`config.mk`:
```
export PLATFORM = sky130hd
export DESIGN_NAME = mem_port_arbiter
export DESIGN_NICKNAME = d
export VERILOG_FILES = /design/src/rtl/mips_pkg.sv /design/src/rtl/mem_arb_wdog.sv /design/src/rtl/mem_port_arbiter.sv
export SDC_FILE = /design/constraint.sdc
export NUM_CORES = 1
export LEC_CHECK = 0
export CORE_AREA = 2 2 107 109
export CTS_BUF_LIST = sky130_fd_sc_hd__clkbuf_16
export DETAILED_ROUTE_END_ITERATION = 7
export DIE_AREA = 0 0 109 111
export PLACE_DENSITY_LB_ADDON = 0.25
export SLEW_MARGIN = 20
export SYNTH_ARGS = -nofsm -noshare
export SYNTH_HDL_FRONTEND = slang
export SYNTH_SLANG_ARGS = --single-unit
export TNS_END_PERCENT = 5
```
`constraint.sdc`:
```
create_clock -name clk -period 2.3 [get_ports clk]
set_input_delay 0.46 -clock clk [delete_from_list [all_inputs] [get_ports clk]]
set_output_delay 0.46 -clock clk [all_outputs]
set_load 0.02 [all_outputs]
```
`src/rtl/mips_pkg.sv`:
```
// Shared types and constants for the unified memory-port arbiter.
package mips_pkg;

  typedef enum logic [1:0] {
    IDLE    = 2'd0,
    IF_WAIT = 2'd1,
    DM_WAIT = 2'd2
  } arb_state_t;

  typedef enum logic {
    GNT_IF = 1'b0,
    GNT_DM = 1'b1
  } grant_t;

  localparam int ARB_TIMEOUT_DEFAULT = 255;

endpackage

```
`src/rtl/mem_arb_wdog.sv`:
```
// Watchdog for the arbiter's WAIT states: counts wait cycles, fires expire on the
// TIMEOUT-th cycle without mem_ready and raises a sticky err flag.
module mem_arb_wdog import mips_pkg::*; #(
  parameter int TIMEOUT = ARB_TIMEOUT_DEFAULT
) (
  input  logic clk,
  input  logic rst,
  input  logic busy,
  input  logic ready,
  output logic expire,
  output logic err
);

  localparam int CNT_W = $clog2(TIMEOUT + 1);

  logic [CNT_W-1:0] cnt;

  // cnt holds the number of wait cycles already spent, so cycle TIMEOUT sees TIMEOUT-1.
  assign expire = busy && !ready && (cnt == CNT_W'(TIMEOUT - 1));

  always_ff @(posedge clk) begin
    if (rst) begin
      cnt <= '0;
      err <= 1'b0;
    end else begin
      if (busy && !ready && !expire) cnt <= cnt + 1'b1;
      else                           cnt <= '0;
      if (expire) err <= 1'b1;
    end
  end

endmodule

```
`src/rtl/mem_port_arbiter.sv`:
```
// Shares one memory port between fetch (if_*) and data (dm_*) requesters.
// Optional watchdog enabled by defining ARB_TIMEOUT_EN.
module mem_port_arbiter import mips_pkg::*; #(
  parameter int ADDR_W  = 32,
  parameter int DATA_W  = 32,
  parameter int TIMEOUT = ARB_TIMEOUT_DEFAULT
) (
  input  logic                clk,
  input  logic                rst,
  input  logic                if_req,
  input  logic [ADDR_W-1:0]   if_addr,
  output logic                if_done,
  output logic [DATA_W-1:0]   if_rdata,
  input  logic                dm_req,
  input  logic                dm_we,
  input  logic [ADDR_W-1:0]   dm_addr,
  input  logic [DATA_W-1:0]   dm_wdata,
  input  logic [DATA_W/8-1:0] dm_be,
  output logic                dm_done,
  output logic [DATA_W-1:0]   dm_rdata,
  output logic                mem_req,
  output logic                mem_we,
  output logic [ADDR_W-1:0]   mem_addr,
  output logic [DATA_W-1:0]   mem_wdata,
  output logic [DATA_W/8-1:0] mem_be,
  input  logic                mem_ready,
  input  logic [DATA_W-1:0]   mem_rdata,
  output logic                stall_if,
  output logic                stall_mem,
  output logic                err
);

  arb_state_t state, state_next;
  grant_t     last_grant;
  logic       wait_st;
  logic       grant_dm;
  logic       expire;
  logic       finish;

  assign wait_st = (state != IDLE);

  // dm wins a tie unless it also won the previous grant.
  assign grant_dm = dm_req && (!if_req || last_grant == GNT_IF);

  // A synchronous reset in the same cycle abandons the transaction silently.
  assign finish = wait_st && !rst && (mem_ready || expire);

`ifdef ARB_TIMEOUT_EN
  mem_arb_wdog #(.TIMEOUT(TIMEOUT)) u_wdog (
    .clk    (clk),
    .rst    (rst),
    .busy   (wait_st),
    .ready  (mem_ready),
    .expire (expire),
    .err    (err)
  );
`else
  logic unused_timeout;
  assign unused_timeout = ^TIMEOUT;
  assign expire = 1'b0;
  assign err    = 1'b0;
`endif

  // NOTE: state is updated with non-blocking assignments so every flop samples
  // pre-edge values regardless of process ordering.
  always_ff @(posedge clk) begin
    if (rst) state <= IDLE;
    else     state <= state_next;
  end

  // NOTE: every combinational output gets a default first; a path that skips an
  // assignment would otherwise infer a latch.
  always_comb begin
    state_next = state;
    unique case (state)
      IDLE: begin
        if (grant_dm)    state_next = DM_WAIT;
        else if (if_req) state_next = IF_WAIT;
      end
      IF_WAIT, DM_WAIT: begin
        if (finish) state_next = IDLE;
      end
      default: state_next = IDLE;
    endcase
  end

  // The granted requester's fields are captured on the way out of IDLE.
  always_ff @(posedge clk) begin
    if (rst) begin
      last_grant <= GNT_IF;
      mem_we     <= 1'b0;
      mem_addr   <= '0;
      mem_wdata  <= '0;
      mem_be     <= '0;
    end else if (state == IDLE) begin
      if (grant_dm) begin
        last_grant <= GNT_DM;
        mem_we     <= dm_we;
        mem_addr   <= dm_addr;
        mem_wdata  <= dm_wdata;
        mem_be     <= dm_be;
      end else if (if_req) begin
        last_grant <= GNT_IF;
        mem_we     <= 1'b0;
        mem_addr   <= if_addr;
        mem_wdata  <= '0;
        mem_be     <= '1;
      end
    end
  end

  // done is suppressed if the owner dropped its request mid-transaction.
  always_comb begin
    if_done  = 1'b0;
    dm_done  = 1'b0;
    if_rdata = '0;
    dm_rdata = '0;
    mem_req  = wait_st;
    if (finish && state == IF_WAIT) if_done = if_req;
    if (finish && state == DM_WAIT) dm_done = dm_req;
    if (if_done && mem_ready)            if_rdata = mem_rdata;
    if (dm_done && mem_ready && !mem_we) dm_rdata = mem_rdata;
  end

  assign stall_if  = if_req & ~if_done;
  assign stall_mem = dm_req & ~dm_done;

endmodule
```
Word-level counts from Yosys, hierarchy flattened
Index checks and enable logic that the tools add are counted.
{"block": "word_totals", "register_bits": 72, "input_bits": 138}
{"block": "classes", "eq_ne": 4, "n_mux": 17, "n_bitwise": 5, "n_reduce_logical": 18}
{"operator": "$mux W32", "count": 6}
{"operator": "$logic_and A1 B1 Y1", "count": 8}
{"operator": "$mux W4", "count": 2}
{"operator": "$mux W2", "count": 3}
{"operator": "$mux W1", "count": 5}
{"operator": "$pmux W2 S2", "count": 1}
{"operator": "$reduce_and A2 Y1", "count": 2}
{"operator": "$reduce_bool A2 Y1", "count": 2}
{"operator": "$logic_not A1 Y1", "count": 3}
{"operator": "$ne A3 B3 Y1 const B", "count": 1}
{"operator": "$not A1 Y1", "count": 3}
{"operator": "$and A1 B1 Y1", "count": 2}
{"operator": "$eq A2 B1 Y1 const B", "count": 1}
{"operator": "$eq A2 B2 Y1 const B", "count": 1}
{"operator": "$logic_not A2 Y1", "count": 1}
{"operator": "$ne A2 B2 Y1 const B", "count": 1}
{"operator": "$reduce_or A2 Y1", "count": 1}
{"operator": "$logic_or A1 B1 Y1", "count": 1}

Longest topological paths before layout
Gate-level depths: netlist (run 1).
{"block": "logic_depth", "ltp_word": 8, "depth_mapped": 8}

Least setup slack after synthesis (run 1)
OpenSTA, ideal clock, no wires.
{"block": "synth_timing", "kind": "reg-to-output", "startpoint": "register state[0]", "endpoint": "output if_rdata[22]", "arrival_ns": 1.599, "required_ns": 1.840, "path_slack_ns": 0.241, "path_stages_with_launch": 7, "n_path_buf": 1, "path_cell_list": "dfxtp_1 > inv_1 > ha_1 > nor3b_2 > and3_1 > buf_2 > and2_1"}
{"block": "synth_via", "elab_chain_cells": 7, "elab_cells_between_ends": 8, "cone_classes": "1 x eq/ne; 2 x mux; 5 x reduce/logical"}
{"item": "start, declared", "line_no": "mem_port_arbiter.sv:33", "text": "arb_state_t state, state_next;"}
{"item": "start signal, assigned", "line_no": "mem_port_arbiter.sv:68", "text": "else state <= state_next;"}
{"item": "$reduce_bool A2 Y1", "line_no": "mem_port_arbiter.sv:40", "text": "assign wait_st = (state != IDLE);"}
{"item": "$logic_and A1 B1 Y1 (2 in a row)", "line_no": "mem_port_arbiter.sv:46", "text": "assign finish = wait_st && !rst && (mem_ready || expire);"}
{"item": "$logic_and A1 B1 Y1 (*)", "line_no": "mem_port_arbiter.sv:119", "text": "if (finish && state == IF_WAIT) if_done = if_req;"}
{"item": "$mux W1 (*)", "line_no": "mem_port_arbiter.sv:119"}
{"item": "net if_done", "line_no": "mem_port_arbiter.sv:12", "text": "output logic if_done,"}
{"item": "$logic_and A1 B1 Y1 (*)", "line_no": "mem_port_arbiter.sv:121", "text": "if (if_done && mem_ready) if_rdata = mem_rdata;"}
{"item": "$mux W32 (*)", "line_no": "mem_port_arbiter.sv:121"}
{"item": "end, declared", "line_no": "mem_port_arbiter.sv:13", "text": "output logic [DATA_W-1:0] if_rdata,"}
Mark *: on every way through the listed nets, which the timed path passes. The rest lies on a longest branch.

Worst setup path after layout (run 1)
{"block": "layout_timing", "startpoint": "register state[1]", "endpoint": "output dm_rdata[22]"}
{"block": "layout_via", "elab_chain_cells": 8, "elab_cells_between_ends": 9, "cone_classes": "1 x eq/ne; 2 x mux; 6 x reduce/logical"}
{"item": "$reduce_bool A2 Y1", "line_no": "mem_port_arbiter.sv:40"}
{"item": "$logic_and A1 B1 Y1 (2 in a row)", "line_no": "mem_port_arbiter.sv:46"}
{"item": "$logic_and A1 B1 Y1 (*)", "line_no": "mem_port_arbiter.sv:120", "text": "if (finish && state == DM_WAIT) dm_done = dm_req;"}
{"item": "$mux W1 (*)", "line_no": "mem_port_arbiter.sv:120"}
{"item": "$logic_and A1 B1 Y1 (*) (2 in a row)", "line_no": "mem_port_arbiter.sv:122", "text": "if (dm_done && mem_ready && !mem_we) dm_rdata = mem_rdata;"}
{"item": "$mux W32 (*)", "line_no": "mem_port_arbiter.sv:122"}
{"item": "end, declared", "line_no": "mem_port_arbiter.sv:20", "text": "output logic [DATA_W-1:0] dm_rdata,"}
Every way passes the cells marked *; elsewhere a longest branch is shown, timed or not.

==> qor.csv, run 1 <==
metric,value,unit
power_density,776,nW/um^2
grt_pass1_wl,18.8,mm
slew_viol_final,0,
grt.total_usage,20.0,%
synth-edff-count,0,
cp_top_family,simple AND/OR/NAND/NOR gates,
synth_seq_cells,72,
holdWs,473,ps
synthDistinctLibCells,30,
drtIter0Drc,170,
cp.depth,7,
fp.dieW,109,microns
cp_slowest_cell,and4b_2,
core_region_area,11100,sq um
postSynthAreaPerCell,8.88,sq um
grt_antenna_before_repair,0,
dr.pass1.iters,4,
finalCriticalPeriod,2410,ps
first_global_vias,3762,
cpPeakStageDelay,390,ps
r2r-end,mem_addr[10],
nFillCells,963,
cp.required,1840,ps
die_y,111,microns
cp-end-kind,output port,
start_util,29.4,%
layout-drive-gt1-share,25.3,%
ys_top_cells_by_count,"dfxtp_1 (72), and2_1 (64), nand2_1 (64), nor2_1 (38)",
cts_buffers,9,
synthTopCellsByArea,"dfxtp_1 (44%), and2_1 (12%), a22o_1 (8.9%)",
place.gp.congestion,0.750,
crit_chain,inv_2 > ha_4 > nor3b_4 > and4b_2 > clkbuf_16 > and2_4 > buf_6,
timing.critical_path.buf_inv,3,
crit_arrival,1950,ps
root_buffer,clkbuf_16,
overflow,0,
leakage,2.83,nW
rrSetupSlack,630,ps
syn-num-nets,507,
fmaxAchievable,0.415,GHz
cts.reportedPaths.clkPinSlew,60,ps
violations,setup timing,
ys_seq_area_share,44.3,%
hold_violations,0,
setup_violations,32,
area_delta_synth_final,109,%
htreeDepth,3,
synthCells,366,
ir_drop,0.000510,V
synth_most_common_cell,dfxtp_1,
fin_skew,12.4,ps
setup-tns-final,-2820,ps
vias_per_cell,4.79,
dr_total_vias,3785,
ctsHoldBuffers,0,
diodes,0,
synth_area_leader_cell,dfxtp_1,
r2r_cells,8,
syn_area,3250,sq um
ys_warn_count,0,
row_count,39,
synthArstFlopShare,0,%
dp_hpwl,9.61,mm
drc_errors,0,
yosysTopAreaCellShare,44.3,%
ant_nets,0,
port_buffers,275,
crit_end,dm_rdata[22],
synthFlopType,dfxtp_1,
drv_cap,0,
worstSkewPairLatency,330,ps
io_pins,277,
nets,784,
grt_max_degree,46,
regToRegStartpoint,state[1],
routedWlPerCell,16.6,microns
cts_max_path_buffers,2,
worstSetupStartpoint,state[1],
final.setup.worst_slack,-112,ps
fin_crit_sh,105,%
dieArea,12100,sq um
critPathMaxFanout,8,
grt_setup_unrepaired,true,
wirelength,13.1,mm
crit_path_start_kind,flip-flop,
status,finished with violations,
hold_path_class,flip-flop to flip-flop,
clock-sinks,72,
cts_tree,yes,
path_class,flip-flop to output port,
metrics by stage:
step	power [W]	instance area, sq um	util (%)	cells	setup WS [ps]
after floorplan	0.00278	3250	-	366	241
after global placement	0.00378	6180	55.8	769	-503
after detailed placement	0.00383	6180	55.8	769	-578
after CTS	0.00526	6540	59.0	785	-176
after global routing	0.00556	6800	61.4	791	-196
final	0.00527	6800	61.4	791	-112
logic make-up (layout without fill, tap and decap cells):
kind of cell | count (synthesis) | count (layout) | share of synthesized area (%)
flip-flops | 72 | 72 | 44.3
AND/OR/NAND/NOR | 175 | 175 | 26.4
buffers and inverters | 36 | 318 | 6.93
adder cells (fa/ha/maj) | 3 | 3 | 1.15
other | 1 | 1 | 0.115
AO/OA/AOI/OAI | 79 | 79 | 21.1
cells in the final DEF, fill, tap and decap left out, drive strengths merged:
master,netlist,routed
and2,64,64
buf,28,87
nand2,64,64
conb,1,1
dlygate4sd2,0,4
a21boi,3,3
a311oi,33,33
or3,1,1
ha,3,3
dlymetal6s2s,0,1
dfxtp,72,72
a22o,33,33
clkdlybuf4s50,0,204
o31ai,1,1
and3,2,2
nand3,1,1
o32ai,5,5
nor3,1,1
a22oi,1,1
clkinvlp,0,2
o21a,1,1
and4b,1,1
a21bo,1,1
bufinv,0,1
nor3b,1,1
a21oi,1,1
inv,3,5
clkinv,0,2
clkbuf,5,12
nor2,39,39
nand2b,1,1
metal layers:
layer  GRT usage [%]  routed length (microns)  up-vias
met1            18.1                     4390     1741
met2            37.4                     6880      190
li1                -                        -     1828
met4            7.95                      323        0
met3            9.47                     1510       26
met5               0                        0        -
worst register-to-register path, delay by kind of cell, from the launching register on:
kind / cells / cell delay, ps
fa+ha+maj: 1 / 150
simple gates: 1 / 90
flops: 1 / 320
compound gates: 2 / 450
buf+inv: 4 / 560
registers in the layout, summed over array words and instances, names as in the netlist:
name / count
last_grant: 1
mem_addr: 32
mem_wdata: 32
state: 2
mem_be: 4
mem_we: 1
power breakdown:
part	switching, W	total [W]	leakage [nW]	internal (W)
Combinational	0.00109	0.00218	2.09	0.00110
Clock	0.000561	0.00141	0.144	0.000850
Sequential	0.000147	0.00168	0.595	0.00153
area by class of cell:
cell class,count,area (sq um),area share [%]
clock inverters,7,78.8,1.16
repair buffers,299,3140,46.2
inverters,3,11.3,0.166
well taps,143,179,2.63
clock buffers,9,225,3.31
flip-flops and latches,72,1440,21.2
multi-input cells,258,1720,25.3
repair_timing:
item	4_1_cts	5_1_grt
pin swaps	2	33
setup buffers	0	2
resized for setup	289	159
endpoints found under the setup margin	69	65
gates cloned	0	4
how the worst min path moves through the flow:
stage | from | slack (ps) | cells past startpoint | to
global route | mem_wdata[15] | 490 | 1 | mem_wdata[15]
floorplan | last_grant | 490 | 1 | last_grant
finish | mem_wdata[30] | 470 | 1 | mem_wdata[30]
detailed placement | mem_wdata[30] | 450 | 1 | mem_wdata[30]
global placement | mem_wdata[22] | 460 | 1 | mem_wdata[22]
CTS | mem_wdata[27] | 480 | 1 | mem_wdata[27]
(Power assumes the default switching activity.)
==> run 2, diff against run 1 <==
Settings changed: CTS_CLUSTER_SIZE set to 12.
==> results of run 2 <==
No change in the layout: final DEF, timing and power equal those of run 1.
==> run 3, diff against run 2 <==
Settings changed: ABC_AREA set to 1, CELL_PAD_IN_SITES_DETAIL_PLACEMENT set to 1, CELL_PAD_IN_SITES_GLOBAL_PLACEMENT set to 2, CORE_AREA 2 2 107 109 to 2 2 154 156, DIE_AREA 0 0 109 111 to 0 0 156 158.
==> qor.csv, run 3 <==
metric,value,unit,change
status,"complete, no violations",,was finished with violations
regToRegStartpoint,state[0],,was state[1]
worstMarginPinSlew,627,ps,
fin_skew,10.3,ps,was 12.4 ps
power.share.sequential,30.3,%,was 31.8%
dp_hpwl,12.3,mm,was 9.61 mm
synth_most_common_cell,nand2_1,,was dfxtp_1
hold_path_class,flip-flop to flip-flop,,unchanged
start_util,14.7,%,was 29.4%
syn-num-nets,659,,was 507
place.gp.congestion,0.748,,was 0.750
fin_cells,1089,,was 791
synthCells,518,,was 366
core_region_area,23100,sq um,was 11100 sq um
crit_arrival,1790,ps,was 1950 ps
row_count,56,,was 39
grt.total_usage,13.2,%,was 20.0%
grt_setup_unrepaired,true,,unchanged
cts_tree,yes,,unchanged
synthDistinctLibCells,19,,was 30
cts_buffers,9,,unchanged
ctsHoldBuffers,0,,unchanged
worstSkewPairLatency,340,ps,was 330 ps
routedWlPerCell,15.5,microns,was 16.6 microns
dieArea,24600,sq um,was 12100 sq um
r2r-end,mem_wdata[22],,was mem_addr[10]
synthArstFlopShare,0,%,unchanged
hold_violations,0,,unchanged
fmaxAchievable,0.444,GHz,was 0.415 GHz
rrSetupSlack,630,ps,about the same
r2r_cells,8,,unchanged
synth_area_leader_cell,dfxtp_1,,unchanged
path_class,flip-flop to output port,,unchanged
critPathMaxFanout,8,,unchanged
synth_seq_cells,72,,unchanged
holdPathStages,2,,was 1
power_density,757,nW/um^2,was 776 nW/um^2
htreeDepth,3,,unchanged
switching_share,33.0,%,was 34.0%
dr.pass1.iters,4,,unchanged
first_global_vias,4629,,was 3762
vias_per_cell,4.07,,was 4.79
layout-drive-gt1-share,17.5,%,was 25.3%
timing.critical_path.buf_inv,5,,was 3
cp-end-kind,output port,,unchanged
leakage,3.06,nW,was 2.83 nW
drv_cap,0,,unchanged
cp.required,1840,ps,about the same
place_inst,1068,,was 769
nFillCells,2800,,was 963
ir_drop,0.000357,V,was 0.000510 V
grt_max_degree,69,,was 46
die_y,158,microns,was 111 microns
p_clk_share,33.4,%,was 26.8%
comb_power_share,36.4,%,was 41.4%
cp_slowest_cell,dfxtp_2,,was and4b_2
fp.dieW,156,microns,was 109 microns
ys_top_cells_by_count,"nand2_1 (142), nor2_1 (73), dfxtp_1 (72), a21oi_1 (68), inv_1 (44)",,"was dfxtp_1 (72), and2_1 (64), nand2_1 (64), nor2_1 (38)"
root_buffer,clkbuf_16,,unchanged
cts_max_path_buffers,2,,unchanged
fin_crit_sh,97.8,%,was 105%
postSynthAreaPerCell,6.54,sq um,was 8.88 sq um
power_switching,0.00172,W,was 0.00179 W
ys_warn_count,0,,unchanged
synthTopCellsByArea,"dfxtp_1 (43%), nand2_1 (16%), a21oi_1 (10%)",,"was dfxtp_1 (44%), and2_1 (12%), a22o_1 (8.9%)"
dr_total_vias,4427,,was 3785
nets,935,,was 784
drtIter0Drc,148,,was 170
ys_seq_area_share,42.6,%,was 44.3%
final_common_cell,clkdlybuf4s50_1,,unchanged
crit_chain,inv_2 > ha_4 > nor2_4 > nand2_2 > inv_4 > nand3_4 > buf_12 > buf_16 > nor3_1 > buf_4,,was inv_2 > ha_4 > nor3b_4 > and4b_2 > clkbuf_16 > and2_4 > buf_6
setup_violations,0,,was 32
cts.reportedPaths.clkPinSlew,60,ps,about the same
top_regs,"mem_addr (32), mem_wdata (32), mem_be (4)",,unchanged
slew_viol_final,0,,unchanged
hp-start,mem_wdata[25],,was mem_wdata[30]
yosysTopAreaCellShare,42.6,%,was 44.3%
ant_nets,0,,unchanged
finalCriticalPeriod,2250,ps,was 2410 ps
drc_errors,0,,unchanged
layout.cells.most_common_list,"clkdlybuf4s50_1 (206), nand2_1 (141), nor2_1 (72), dfxtp_1 (69), a21oi_1 (68)",,"was clkdlybuf4s50_1 (204), dfxtp_1 (70), nand2_1 (64), buf_6 (63), and2_4 (43)"
overflow,0,,unchanged
synth-edff-count,0,,unchanged
slew_headroom,58.2,%,
cpPeakStageDelay,330,ps,was 390 ps
hold_end,mem_wdata[25],,was mem_wdata[30]
grt_antenna_before_repair,1,,was 0
clock-sinks,72,,unchanged
synthFlopType,dfxtp_1,,unchanged
syn_area,3390,sq um,was 3250 sq um
p_int,0.00348,W,about the same
io_pins,277,,unchanged
grt_pass1_wl,25.1,mm,was 18.8 mm
crit_path_start_kind,flip-flop,,unchanged
power.total,0.00520,W,was 0.00527 W
port_buffers,275,,unchanged
wirelength,16.9,mm,was 13.1 mm
cp_top_family,buffers and inverters,,was simple AND/OR/NAND/NOR gates
area_delta_synth_final,103,%,was 109%
[run 3: per-layer routing]
metal / wire length, microns / vias up / track usage (%)
met5: 0 / - / 0
met4: 291 / 0 / 5.02
met3: 1270 / 15 / 4.30
li1: - / 2174 / -
met2: 8700 / 152 / 24.3
met1: 6620 / 2086 / 14.1
[run 3: how the worst max path moves through the flow]
stage	start	endpoint	slack, ps	depth (start not counted)
6_report	state[0]	dm_rdata[0]	50	10
2_1_floorplan	state[0]	dm_rdata[22]	190	8
4_1_cts	state[0]	dm_rdata[24]	-20	10
3_3_place_gp	rst	dm_rdata[22]	-490	8
3_5_place_dp	rst	dm_rdata[16]	-550	8
5_1_grt	state[0]	dm_rdata[0]	-60	10
[run 3: power by group through the flow]
stage	sequential [W]	combinational, W	clock [W]
after floorplan	0.00183	0.000682	0
after global placement	0.00159	0.00185	0
after detailed placement	0.00160	0.00188	0
after CTS	0.00158	0.00191	0.00180
after global routing	0.00160	0.00207	0.00185
final	0.00157	0.00189	0.00173
[run 3: worst min-delay path: cells and delay by family, from the launching register on]
kind,cells,cell delay [ps]
AND/OR/NAND/NOR,1,60
AO/OA/AOI/OAI,1,50
flip-flops,1,300
[run 3: logic make-up after synthesis]
family / after synthesis / synth area share, %
DFF: 72 / 42.6
AOI/OAI and AO/OA: 105 / 15.9
buffers and inverters: 84 / 10.7
adders and majority gates: 3 / 1.11
and+or+nand+nor: 253 / 29.7
other: 1 / 0.111
[run 3: metrics by stage]
step                      hold WS (ps)  area (sq um)  worst slack, ps  utilization [%]  TNS (ps)
after detailed placement           458          6540             -550             28.4    -28470
final                              462          6870             49.5             29.8         0
after CTS                          465          6900            -20.9             29.9     -33.7
after global placement             448          6540             -490             28.4    -27950
after floorplan                    440          3390              191                -         0
after global routing               479          6870            -63.9             29.8      -468
[run 3: area by class of cell]
type | instances | area [sq um] | area share, %
timing repair buffer | 302 | 2800 | 40.7
clock inverter | 6 | 133 | 1.93
clock buffer | 9 | 225 | 3.28
tap | 290 | 363 | 5.28
antenna | 1 | 2.50 | 0.0364
inverter | 47 | 179 | 2.60
multi-input combinational | 362 | 1730 | 25.1
sequential | 72 | 1450 | 21.0
[run 3: what timing repair did]
item | 4_1_cts | 5_1_grt
setup endpoints to repair | 69 | 64
buffers inserted | 3 | 0
cloned | 2 | 0
pin swaps | 4 | 2
resized for setup | 281 | 70
